==> config.mk <==
export PLATFORM = sky130hd
export DESIGN_NAME = fpdiv_arbiter
export DESIGN_NICKNAME = d
export VERILOG_FILES = /design/src/rtl/fpdiv_pkg.sv /design/src/rtl/fpdiv_arbiter_rr_arbiter.sv /design/src/rtl/fpdiv_arbiter.sv
export SDC_FILE = /design/constraint.sdc
export NUM_CORES = 1
export LEC_CHECK = 0
export CAP_MARGIN = 20
export CORE_MARGIN = 2
export CORE_UTILIZATION = 40
export CTS_CLUSTER_DIAMETER = 80
export DETAILED_ROUTE_END_ITERATION = 7
export PLACE_DENSITY = 0.81
export REMOVE_ABC_BUFFERS = 1
export SETUP_SLACK_MARGIN = 0.4
export SYNTH_ARGS = -nofsm -noshare
export SYNTH_HDL_FRONTEND = slang
export SYNTH_SLANG_ARGS = --single-unit
==> constraint.sdc <==
create_clock -name clk -period 2.2 [get_ports clk]
set_input_delay 0.44 -clock clk [delete_from_list [all_inputs] [get_ports clk]]
set_output_delay 0.44 -clock clk [all_outputs]
set_load 0.02 [all_outputs]
==> src/rtl/fpdiv_pkg.sv <==
// Shared types and constants for the fpdiv front end: FSM states,
// IEEE single operand width, the operand bundle and round-mode codes.
package fpdiv_pkg;

  localparam int FP_WIDTH = 32;

  typedef enum logic [1:0] {
    IDLE = 2'd0,
    BUSY = 2'd1,
    DONE = 2'd2
  } state_t;

  localparam logic RM_RNE = 1'b0;
  localparam logic RM_RTZ = 1'b1;

  typedef struct packed {
    logic [FP_WIDTH-1:0] n;
    logic [FP_WIDTH-1:0] d;
    logic                rm;
  } fpdiv_req_t;

endpackage

==> src/rtl/fpdiv_arbiter_rr_arbiter.sv <==
// Combinational round-robin picker: grants the first set request found
// when searching upward from ptr, wrapping modulo NREQ.
module rr_arbiter #(
  parameter int NREQ = 2,
  localparam int PTR_W = $clog2(NREQ)
) (
  input  logic [NREQ-1:0]  req,
  input  logic [PTR_W-1:0] ptr,
  output logic [NREQ-1:0]  grant,
  output logic [PTR_W-1:0] grant_idx,
  output logic             grant_valid
);

  int               idx;
  logic [PTR_W-1:0] sel;

  // Scan NREQ positions starting at ptr; the first hit wins.
  always_comb begin
    grant       = '0;
    grant_idx   = '0;
    grant_valid = 1'b0;
    idx         = 0;
    sel         = '0;
    for (int k = 0; k < NREQ; k++) begin
      idx = int'(ptr) + k;
      if (idx >= NREQ) idx = idx - NREQ;
      sel = PTR_W'(idx);
      if (!grant_valid && req[sel]) begin
        grant[sel]  = 1'b1;
        grant_idx   = sel;
        grant_valid = 1'b1;
      end
    end
  end

endmodule

==> src/rtl/fpdiv_arbiter.sv <==
// Shares one iterative fpdiv core between NREQ requesters. One operation
// is in flight at a time: accept, hold operands for LAT_CYCLES, capture
// the quotient, then return it to the owning requester.
//
// Handshakes: a transfer happens on a rising clk edge where valid and
// ready are both high. req_ready is combinational from req_valid (only in
// IDLE), so requesters must not make req_valid depend on req_ready.
// rsp_valid stays high with rsp_q stable until the owner's rsp_ready.
module fpdiv_arbiter
  import fpdiv_pkg::*;
#(
  parameter int NREQ       = 2,
  parameter int WIDTH      = FP_WIDTH,
  parameter int LAT_CYCLES = 16,
  localparam int PTR_W     = $clog2(NREQ)
) (
  input  logic                       clk,
  input  logic                       reset,
  input  logic [NREQ-1:0]            req_valid,
  output logic [NREQ-1:0]            req_ready,
  input  logic [NREQ-1:0][WIDTH-1:0] req_n,
  input  logic [NREQ-1:0][WIDTH-1:0] req_d,
  input  logic [NREQ-1:0]            req_rm,
  output logic [NREQ-1:0]            rsp_valid,
  input  logic [NREQ-1:0]            rsp_ready,
  output logic [WIDTH-1:0]           rsp_q,
  output logic                       core_start,
  output logic [WIDTH-1:0]           core_n,
  output logic [WIDTH-1:0]           core_d,
  output logic                       core_rm,
  input  logic [WIDTH-1:0]           core_q,
  output logic                       busy,
  output state_t                     dbg_state,
  output logic [PTR_W-1:0]           dbg_ptr
);

  localparam int               CNT_W    = $clog2(LAT_CYCLES);
  localparam logic [CNT_W-1:0] CNT_INIT = CNT_W'(LAT_CYCLES - 1);
  localparam logic [PTR_W-1:0] PTR_LAST = PTR_W'(NREQ - 1);

  state_t           state, state_nx;
  logic [PTR_W-1:0] ptr, owner, grant_idx;
  logic [NREQ-1:0]  grant;
  logic             grant_valid;
  logic [CNT_W-1:0] cnt;
  logic             accept, finish, release_op;

  rr_arbiter #(.NREQ(NREQ)) u_rr (
    .req         (req_valid),
    .ptr         (ptr),
    .grant       (grant),
    .grant_idx   (grant_idx),
    .grant_valid (grant_valid)
  );

  // State register; reset also aborts any in-flight operation.
  always_ff @(posedge clk) begin
    if (!reset) state <= IDLE;
    else        state <= state_nx;
  end

  // Next state plus the handshake/launch strobes for the current state.
  always_comb begin
    state_nx   = state;
    req_ready  = '0;
    rsp_valid  = '0;
    core_start = 1'b0;
    accept     = 1'b0;
    finish     = 1'b0;
    release_op = 1'b0;
    case (state)
      IDLE: begin
        req_ready = grant;
        if (grant_valid) begin
          accept   = 1'b1;
          state_nx = BUSY;
        end
      end
      BUSY: begin
        // cnt is still at its load value only in the first BUSY cycle.
        core_start = (cnt == CNT_INIT);
        if (cnt == '0) begin
          finish   = 1'b1;
          state_nx = DONE;
        end
      end
      DONE: begin
        rsp_valid[owner] = 1'b1;
        if (rsp_ready[owner]) begin
          release_op = 1'b1;
          state_nx   = IDLE;
        end
      end
      default: state_nx = IDLE;
    endcase
  end

  // Operand latch, iteration counter, result capture and pointer rotation.
  always_ff @(posedge clk) begin
    if (!reset) begin
      ptr     <= '0;
      owner   <= '0;
      cnt     <= '0;
      core_n  <= '0;
      core_d  <= '0;
      core_rm <= 1'b0;
      rsp_q   <= '0;
    end else begin
      if (accept) begin
        core_n  <= req_n[grant_idx];
        core_d  <= req_d[grant_idx];
        core_rm <= req_rm[grant_idx];
        owner   <= grant_idx;
        cnt     <= CNT_INIT;
      end else if (state == BUSY && cnt != '0) begin
        cnt <= cnt - 1'b1;
      end
      if (finish) rsp_q <= core_q;
      if (release_op) ptr <= (owner == PTR_LAST) ? '0 : owner + 1'b1;
    end
  end

  assign busy      = (state != IDLE);
  assign dbg_state = state;
  assign dbg_ptr   = ptr;

endmodule

==> reports/qor.txt, run 1 <==
Run status -> finished clean
Die footprint -> 14110 µm²
Clk_lat worst skew -> 340 ps
Worst Path Buf+Inv -> 1
Hold endpoint -> rsp_q[14]
WP data arrival -> 1330 ps
Initial antenna violation count -> 0
First drt pass iteration count -> 8
Clock tree buffer depth -> 2
Final Critical Period -> 1771 ps
Ys Warns -> 0
Post-Route Setup TNS -> 0 ps
Final wirelength -> 18.49 mm
CTS tree -> yes
Horiz. Die Dim -> 118.8 µm
CP Max Fanout -> 8
Slowest CP cell -> dfxtp_4
Kind of critical path -> reg -> out
Routed wire length per instance -> 18.60 µm
Setup violations, final -> 0
Max Cap Viol -> 0
Placed cells -> 977
Largest net degree at the start of global routing -> 131
Total CTS buffers -> 9
Chip height -> 118.8 µm
Top-area cell type share of the netlist area -> 39.89%
Initial core utilization -> 41.42%
RR Startpoint -> dbg_ptr
Worst vdd ir -> 0.3539 mV
CTS Hold Bufs -> 0
Total Routing Usage GR -> 25.49%
Core ar. -> 12720 µm²
Area contributors post-synth -> dfxtp_1 (40%), a311oi_2 (14%), a21oi_1 (9.5%), nand3b_1 (9.4%), o21ai_0 (8.9%)
Hold WC Path Type -> reg -> reg
Rows -> 41
Vias per cell -> 5.774
IO Count -> 274
1st-iter DRT viols -> 488
RD Place Congestion -> 0.8189
DR vias -> 5739
Final std cells w/o fill -> 994
Yosys cell types -> 37
Mapped Avg Cell Area -> 8.978 µm²
Register area share after synthesis -> 39.89%
Clock skew -> 10.69 ps
Rel. slew slack -> 58.43%
Worst R2R End -> core_n[23]
Crit. End Element -> primary output
H-tree levels -> 3
Required time of the worst setup path -> 1760 ps
# fillers -> 981
CTS sink cnt -> 105
Antenna cells -> 0
CP top delay family -> flip-flops
CP max stage delay -> 410 ps
Layout area overhead -> 59.95%
Vias in the first global route -> 5653
Gr ovfl total -> 0
Crit-path cells -> nor2b_2 -> and4_1 -> buf_2
Layout cells sized above 1 -> 12.90%
Hold path depth -> 2
Layout Nets -> 987
Clk root buf -> clkbuf_16
First-pass GRT wire length -> 29.43 mm
Post-Syn Instances -> 587
Routed Antenna Nets -> 0
Leakage Power -> 0.002890 µW
Drt drc -> 0
Hold Crit Start -> rsp_q[14]
Leading area contributor after synthesis -> dfxtp_1
Most used DFF post-synth -> dfxtp_1
Tcrit/Tclk final -> 80.49%
Power Dens Cells -> 710.1 nW/µm²
Number of synthesized flops with an enable pin -> 0
Synthesized cell area -> 5270 µm²
Peak Freq -> 0.5647 GHz
Worst-path clk slew -> 70 ps
Synth async-reset ratio -> 0%
Actual slew at the worst max-slew pin -> 623.5 ps
Post-DP HPWL -> 13.01 mm
RSZ-0062 raised after global routing -> true
Hold Fails Final Rpt -> 0
Cells on worst reg2reg path -> 4
Max Slew Vio Count -> 0
R2R setup slack -> 470 ps
Port bufs -> 273
Startpoint Class -> flip-flop
Yosys reg bits -> 105
metal layers:
metal  up-vias  track usage, %  wire, µm
met2       273           43.61      9011
met4         0           9.747       413
met5         -               0         0
met3        37           6.805      1507
met1      2744           30.38      7559
li1       2685               -         -
worst max path at each step:
stage / end / slack, ps / start / cells after the start
6_report: core_start / 430 / dbg_state[0] / 3
5_1_grt: req_ready[1] / 370 / dbg_state[1] / 4
4_1_cts: core_start / 260 / dbg_state[0] / 3
3_5_place_dp: core_n[23] / -270 / req_valid[0] / 5
3_3_place_gp: req_ready[1] / -150 / req_valid[0] / 4
2_1_floorplan: core_d[0] / -1330 / req_valid[0] / 3
flip-flops by register name, summed over array words and instances (netlist names):
register	flops
core_d	32
dbg_ptr	1
cnt	4
rsp_q	32
owner	1
core_rm	1
core_n	32
dbg_state	2
cell type report:
type / instances / area [µm²] / area share [%]
Multi-Input combinational cell: 399 / 2826 / 33.53
Clock inverter: 5 / 55.05 / 0.6531
Clock buffer: 11 / 242.7 / 2.880
Sequential cell: 105 / 2111 / 25.04
Inverter: 7 / 28.78 / 0.3414
Timing Repair Buffer: 295 / 2950 / 35.00
Tap cell: 172 / 215.2 / 2.553
stage by stage:
| stage | util [%] | hold slack (ps) | cell area (µm²) | power (µW) | worst slack, ps |
|---|---|---|---|---|---|
| floorplan | - | 511.8 | 4921 | 3330 | -1331 |
| global placement | 63.58 | 459.7 | 8089 | 4330 | -150.5 |
| detailed placement | 63.58 | 467.7 | 8089 | 4396 | -271.6 |
| CTS | 66.17 | 477.4 | 8418 | 6018 | 260.1 |
| global route | 66.26 | 509.1 | 8429 | 6263 | 368.3 |
| finish | 66.26 | 479.2 | 8429 | 5986 | 429.2 |
timing repair:
action,in CTS,in global routing
buffers inserted,1,0
resized for setup,31,24
gates cloned,0,0
pin swaps,1,0
setup endpoints to repair,74,82
power breakdown:
part	switching (µW)	internal, µW
registers	143	2120
logic	1090	1010
clock network	712	911
worst register-to-register path, delay by kind of cell, from the launching register on:
kind | cells | cell delay (ps)
AOI/OAI and AO/OA | 2 | 650
DFF | 1 | 340
buffers and inverters | 1 | 390
and+or+nand+nor | 1 | 270
cell families after synthesis:
kind of cell	share of synthesized area [%]
compound gates	37.13
fa+ha+maj	0.4748
buf+inv	7.123
flops	39.89
mux	0.1899
simple gates	15.20
synth_stat cells (2+ instances only):
cell type and instances:
buf_2 12, clkbuf_1 55, a311oi_1 15, a21oi_1 100
and2_1 2, nand3_1 34, a31oi_1 4, o21ai_0 94
buf_1 2, o21a_1 3, dfxtp_1 105, ha_1 2
nor2_1 2, nand3b_1 66, o21ai_1 5, nor2b_1 3
nand2_1 2, nor3_1 3, a311oi_2 50, inv_1 6
buf_6 6
layout by cell type (no fill, tap or decap), types with 2 or more instances in the layout:
cell,n
nand3b_1,66
ha_1,2
nor2_1,2
o21a_1,3
buf_8,2
nand2_1,2
a31oi_1,4
and2_1,2
dfxtp_1,102
buf_12,4
clkinv_2,2
nand3_1,34
clkbuf_16,9
dlygate4sd2_1,5
clkinvlp_4,2
o21ai_1,9
clkdlybuf4s50_1,255
a311oi_2,50
dfxtp_4,2
buf_4,16
buf_2,5
a21oi_1,100
o21ai_0,90
inv_1,5
dlymetal6s2s_1,7
nor3_1,2
a311oi_1,15
Power figures use the tool's default switching activity.
==> inputs of run 2 (changes only) <==
- CORE_UTILIZATION: 40 -> 36
- PLACE_DENSITY: 0.81 -> 0.77
- clock period: 2.2 -> 1.6 ns (I/O delays scaled with it)
==> run 2 against run 1 <==
Highest routed layer unchanged. Largest power group is now combinational logic. Critical path type is now reg -> reg. Clock skew shrank 2.3 ps. Flip-flop and latch count unchanged. The flow now finishes with violations (negative setup slack). Non-clock buffer count increased by 78. Cell count is 9.1% higher. Utilization grew 2.4 points. Die area rose by 11%. Total power increased by 62%.
==> reports/qor.txt, run 2 (synthesized netlist as in run 1, its figures left out) <==
Run status -> complete, but fails checks (was finished clean)
Failing checks -> negative setup slack
Routed Antenna Nets -> 0 (unchanged)
Drt drc -> 0 (unchanged)
CTS sink cnt -> 105 (unchanged)
Clock tree buffer depth -> 2 (unchanged)
Initial antenna violation count -> 0 (unchanged)
Power Dens Cells -> 979.3 nW/µm² (was 710.1 nW/µm²)
Total Routing Usage GR -> 25.98% (was 25.49%)
Final wirelength -> 23.11 mm (was 18.49 mm)
RSZ-0062 raised after global routing -> true (unchanged)
Switch share -> 34.25% (was 32.53%)
Clock power share -> 23.8% (was 27.1%)
Max Cap Viol -> 0 (unchanged)
Hold WC Path Type -> reg -> reg (unchanged)
Core ar. -> 14420 µm² (was 12720 µm²)
Die footprint -> 15620 µm² (was 14110 µm²)
Leakage Power -> 0.003665 µW (was 0.002890 µW)
Rows -> 44 (was 41)
Hold Fails Final Rpt -> 0 (unchanged)
Layout area overhead -> 87.94% (was 59.95%)
Hold endpoint -> rsp_q[15] (was rsp_q[14])
H-tree levels -> 3 (unchanged)
CP Max Fanout -> 5 (was 8)
Crit. End Element -> flip-flop (was primary output)
Required time of the worst setup path -> 1860 ps (was 1760 ps)
Setup violations, final -> 3 (was 0)
Peak Freq -> 0.6166 GHz
IO Count -> 274 (unchanged)
Logic pwr share -> 44.0% (was 35.1%)
Port bufs -> 273 (unchanged)
Biggest regs -> core_d: 32 flops, core_n: 32 flops, rsp_q: 32 flops (unchanged)
RD Place Congestion -> 0.8223 (was 0.8189)
Pint -> 6377 µW (was 4039 µW)
Sw power -> 3322 µW (was 1947 µW)
Gr ovfl total -> 0 (unchanged)
Post-DP HPWL -> 12.39 mm (was 13.01 mm)
Final Critical Period -> 1622 ps
Worst-path clk slew -> 80 ps (was 70 ps)
Layout cells sized above 1 -> 44.33% (was 12.90%)
DR vias -> 6216 (was 5739)
Actual slew at the worst max-slew pin -> 507.2 ps (was 623.5 ps)
Fin worst setup slack -> -21.92 ps (was 429.2 ps)
RR Startpoint -> dbg_state[1] (was dbg_ptr)
First drt pass iteration count -> 5 (was 8)
Horiz. Die Dim -> 125.0 µm (was 118.8 µm)
Clk_lat worst skew -> 350 ps (was 340 ps)
Vias in the first global route -> 6037 (was 5653)
CTS tree -> yes (unchanged)
Routed wire length per instance -> 21.32 µm (was 18.60 µm)
R2R setup slack -> -20 ps (was 470 ps)
First-pass GRT wire length -> 32.57 mm (was 29.43 mm)
Total CTS buffers -> 9 (unchanged)
Most common cell after layout, fill and taps aside -> clkdlybuf4s50_1 (unchanged)
Antenna cells -> 0 (unchanged)
WP data arrival -> 1880 ps (was 1330 ps)
Chip height -> 125.0 µm (was 118.8 µm)
Max Slew Vio Count -> 0 (unchanged)
Hold Crit Start -> rsp_q[15] (was rsp_q[14])
Startpoint Class -> flip-flop (unchanged)
Most frequent cells in the layout -> clkdlybuf4s50_1 (165), buf_4 (119), a21oi_1 (83), nand3b_1 (66), dfxtp_1 (64) (was clkdlybuf4s50_1 (255), dfxtp_1 (102), a21oi_1 (100), o21ai_0 (90), nand3b_1 (66))
Clk root buf -> clkbuf_16 (unchanged)
Clock skew -> 8.389 ps (was 10.69 ps)
1st-iter DRT viols -> 258 (was 488)
Cells on worst reg2reg path -> 9 (was 4)
Vias per cell -> 5.734 (was 5.774)
Final core utilization -> 68.67% (was 66.26%)
Initial core utilization -> 36.54% (was 41.42%)
Layout Nets -> 1065 (was 987)
Worst R2R End -> core_d[19] (was core_n[23])
Kind of critical path -> reg -> reg (was reg -> out)
Worst vdd ir -> 0.5795 mV (was 0.3539 mV)
Largest net degree at the start of global routing -> 59 (was 131)
Tot Pwr -> 9699 µW (was 5986 µW)
Reg power frac -> 32.2% (was 37.8%)
Rel. slew slack -> 66.19% (was 58.43%)
Tcrit/Tclk final -> 101.4%
Hold path depth -> 2 (unchanged)
## run 2: power by group through the flow
stage	Sequential, µW	Clock, µW	Combinational (µW)
global placement	3120	0	3040
floorplan	3460	0	1120
detailed placement	3120	0	3060
global route	3160	2460	4480
CTS	3070	2350	3680
finish	3120	2310	4270
## run 2: metal layers
layer  global-route usage, %  vias to the layer above  share of wire, %
li1                        -                     2856                 -
met1                   30.52                     3009                39
met2                   45.04                      300                50
met3                   6.033                       51               7.8
met4                   11.83                        0               3.3
met5                       0                        -                 0
## run 2: worst max-delay path by stage
stage / cells after the start / to / startpoint / slack (ps)
global placement: 4 / req_ready[1] / req_valid[0] / -500
CTS: 3 / req_ready[1] / dbg_ptr / 20
finish: 9 / core_d[19] / dbg_state[1] / -20
detailed placement: 4 / req_ready[1] / req_valid[0] / -520
floorplan: 3 / core_d[0] / req_valid[0] / -1810
global route: 9 / core_d[19] / dbg_state[1] / -70
## run 2: per-stage QoR
stage | instances | TNS, ps | cell area, µm² | hold slack [ps] | worst slack (ps)
after global routing | 1084 | -502.0 | 9905 | 479.8 | -71.53
after detailed placement | 1012 | -24250 | 8352 | 465.5 | -518.9
after CTS | 1069 | 0 | 9084 | 460.0 | 16.21
after global placement | 1012 | -22640 | 8352 | 460.4 | -500.3
final | 1084 | -33.72 | 9905 | 451.1 | -21.92
after floorplan | 511 | -162170 | 4921 | 437.5 | -1811
## run 2: critical path: stages, from the launching register on
cell and delay [ps]:
dfxtp_4 370, nor2_4 180, buf_6 130, buf_12 100, buf_8 110, buf_12 110
buf_12 100, buf_16 110, a21oi_1 90, a311oi_2 230
## run 2: area by class of cell
| cell class | count | area (µm²) |
|---|---|---|
| Clock inverter | 7 | 78.83 |
| Multi-Input combinational cell | 399 | 3196 |
| Clock buffer | 9 | 225.2 |
| Fill cell | 1067 | 4519 |
| Timing Repair Buffer | 373 | 3988 |
| Sequential cell | 105 | 2158 |
| Inverter | 7 | 28.78 |
| Tap cell | 184 | 230.2 |
## run 2: timing repair
| action | in CTS | in global routing |
|---|---|---|
| gates resized for setup | 546 | 214 |
| buffers inserted | 25 | 9 |
| gates cloned | 16 | 6 |
| hold buffers | 0 | 0 |
| pin swaps | 33 | 60 |
| endpoints found under the setup margin | 210 | 180 |
==> inputs of run 3 (changes only) <==
- SETUP_SLACK_MARGIN: 0.4 -> default
==> run 3 against run 2 <==
The run still ends with negative setup slack left. Largest cell class unchanged. Cell count is 4.6% lower. Combinational power down 29%. Flip-flop and latch count unchanged. Sequential share of layout area up 2.4 points. Critical path depth down 5. Non-clock buffer count down 50. Count of clock-buffer cells in the layout unchanged. Setup slack is essentially flat. Critical endpoint is now req_ready[1]. Sequential power is 2% lower. Cell area shrank 12%.
==> reports/qor.txt, run 3 (synthesized netlist as in run 1, its figures left out) <==
RD Place Congestion -> 0.8223 (unchanged)
Tcrit/Tclk final -> 101.4% (about the same)
Total Routing Usage GR -> 22.56% (was 25.98%)
Actual slew at the worst max-slew pin -> 502.0 ps (was 507.2 ps)
Clock skew -> 9.001 ps (was 8.389 ps)
Hold_ws -> 473.8 ps (was 451.1 ps)
Hold Crit Start -> rsp_q[19] (was rsp_q[15])
Vias per cell -> 5.587 (was 5.734)
Layout area overhead -> 65.24% (was 87.94%)
Clock tree buffer depth -> 2 (unchanged)
Fin worst setup slack -> -22.19 ps (was -21.92 ps)
Run status -> complete, but fails checks (unchanged)
Max Cap Viol -> 0 (unchanged)
CTS tree -> yes (unchanged)
CTS sink cnt -> 105 (unchanged)
1st-iter DRT viols -> 345 (was 258)
Post-DP HPWL -> 12.39 mm (unchanged)
Largest net degree at the start of global routing -> 73 (was 59)
Worst R2R End -> core_n[25] (was core_d[19])
Rows -> 44 (unchanged)
Final core utilization -> 60.37% (was 68.67%)
Final Cell Area -> 8708 µm² (was 9905 µm²)
Met1 Use GR -> 27.45% (was 30.52%)
Die footprint -> 15620 µm² (unchanged)
First-pass GRT wire length -> 28.90 mm (was 32.57 mm)
Biggest regs -> core_d: 32 flops, core_n: 32 flops, rsp_q: 32 flops (unchanged)
Placed cells -> 1012 (unchanged)
Clk root buf -> clkbuf_16 (unchanged)
Cells on worst reg2reg path -> 5 (was 9)
Hold path depth -> 2 (unchanged)
Failing checks -> negative setup slack (unchanged)
Routed wire length per instance -> 18.24 µm (was 21.32 µm)
Startpoint Class -> flip-flop (unchanged)
Gr ovfl total -> 0 (unchanged)
Reg power frac -> 36.6% (was 32.2%)
First drt pass iteration count -> 5 (unchanged)
Sw power -> 2794 µW (was 3322 µW)
CTS Hold Bufs -> 0 (unchanged)
Chip height -> 125.0 µm (unchanged)
Met3 Use GR -> 6.290% (was 6.033%)
Logic pwr share -> 36.1% (was 44.0%)
Clk_lat worst skew -> 350 ps (about the same)
Port bufs -> 273 (unchanged)
H-tree levels -> 3 (unchanged)
Peak Freq -> 0.6165 GHz (was 0.6166 GHz)
Layout cells sized above 1 -> 16.94% (was 44.33%)
Most frequent cells in the layout -> clkdlybuf4s50_1 (166), dfxtp_1 (102), a21oi_1 (99), dlygate4sd2_1 (94), o21ai_0 (85) (was clkdlybuf4s50_1 (165), buf_4 (119), a21oi_1 (83), nand3b_1 (66), dfxtp_1 (64))
Clock power share -> 27.2% (was 23.8%)
RR Startpoint -> dbg_state[0] (was dbg_state[1])
WP data arrival -> 1300 ps (was 1880 ps)
Final wirelength -> 18.86 mm (was 23.11 mm)
Final Critical Period -> 1622 ps (about the same)
Drt drc -> 0 (unchanged)
Crit. End Element -> primary output (was flip-flop)
Power Dens Cells -> 959.1 nW/µm² (was 979.3 nW/µm²)
Setup violations, final -> 2 (was 3)
Most common cell after layout, fill and taps aside -> clkdlybuf4s50_1 (unchanged)
Hold endpoint -> rsp_q[19] (was rsp_q[15])
RSZ-0062 raised after global routing -> true (unchanged)
Worst vdd ir -> 0.5496 mV (was 0.5795 mV)
Max Slew Vio Count -> 0 (unchanged)
IO Count -> 274 (unchanged)
Antenna cells -> 0 (unchanged)
Total CTS buffers -> 9 (unchanged)
Rel. slew slack -> 66.53% (was 66.19%)
Routed Antenna Nets -> 0 (unchanged)
R2R setup slack -> 30 ps (was -20 ps)
Worst-path clk slew -> 70 ps (was 80 ps)
Post-Route Setup TNS -> -29.41 ps (was -33.72 ps)
Final std cells w/o fill -> 1034 (was 1084)
Pint -> 5557 µW (was 6377 µW)
Top Usage Layer GRT -> met2 (unchanged)
Horiz. Die Dim -> 125.0 µm (unchanged)
Initial antenna violation count -> 0 (unchanged)
Kind of critical path -> reg -> out (was reg -> reg)
Layout Nets -> 1015 (was 1065)
Initial core utilization -> 36.54% (unchanged)
CP Max Fanout -> 5 (unchanged)
Switch share -> 33.46% (was 34.25%)
Leakage Power -> 0.003395 µW (was 0.003665 µW)
Hold Fails Final Rpt -> 0 (unchanged)
DR vias -> 5777 (was 6216)
Required time of the worst setup path -> 1280 ps (was 1860 ps)
Core ar. -> 14420 µm² (unchanged)
Vias in the first global route -> 5548 (was 6037)
Post-Place Cell Area -> 8352 µm² (unchanged)
GR Layer Usage met2 -> 37.37% (was 45.04%)
Hold WC Path Type -> reg -> reg (unchanged)
==> run 3: cell count changes in the layout (fill, tap and decap cells not counted), sizes merged <==
cell           before  now
dlygate4sd2         1   94
buf               201   54
clkdlybuf4s15       0    1
clkbuf             14   13
dlymetal6s2s        0    4
clkdlybuf4s50     165  166
bufbuf              1    0
==> run 3: final cells by class <==
type                            count  area, µm²
Clock buffer                        9      225.2
Clock inverter                      7      78.83
Tap cell                          184      230.2
Multi-Input combinational cell    399       2844
Sequential cell                   105       2108
Timing Repair Buffer              323       3193
Fill cell                        1300       5715
Inverter                            7      28.78
==> run 3: metrics by stage <==
| step | worst slack, ps | power [µW] |
|---|---|---|
| floorplan | -1811 | 4579 |
| global placement | -500.3 | 6157 |
| detailed placement | -518.9 | 6182 |
| CTS | -26.16 | 8294 |
| global route | -89.66 | 8786 |
| finish | -22.19 | 8352 |
==> run 3: worst max-delay path: stages (launching register included) <==
cell and delay [ps]:
dfxtp_2 350, nor2_4 170, inv_2 60, nor3_2 200, buf_4 170
==> run 3: worst max-delay path by stage <==
stage	depth (start not counted)	slack [ps]	start	end
6_report	4	-20	dbg_state[0]	req_ready[1]
5_1_grt	4	-90	dbg_state[0]	req_ready[1]
4_1_cts	4	-30	dbg_state[1]	req_ready[1]
3_5_place_dp	4	-520	req_valid[0]	req_ready[1]
3_3_place_gp	4	-500	req_valid[0]	req_ready[1]
2_1_floorplan	3	-1810	req_valid[0]	core_d[0]
==> run 3: power groups by stage <==
stage / Clock (µW) / Combinational, µW / Sequential [µW]
floorplan: 0 / 1120 / 3460
global placement: 0 / 3040 / 3120
detailed placement: 0 / 3060 / 3120
CTS: 2350 / 2890 / 3060
global route: 2450 / 3240 / 3100
finish: 2280 / 3020 / 3060
==> run 3: repair_timing <==
action	4_1_cts	5_1_grt
endpoints found under the setup margin	167	88
setup buffers	0	3
cloned	0	3
pin swaps	0	8
resized for setup	131	36
==> run 3: per-layer routing <==
metal	up-vias	part of all wire (%)
met5	-	0
met2	255	48
li1	2745	-
met3	44	8.1
met4	0	3.3
met1	2733	41
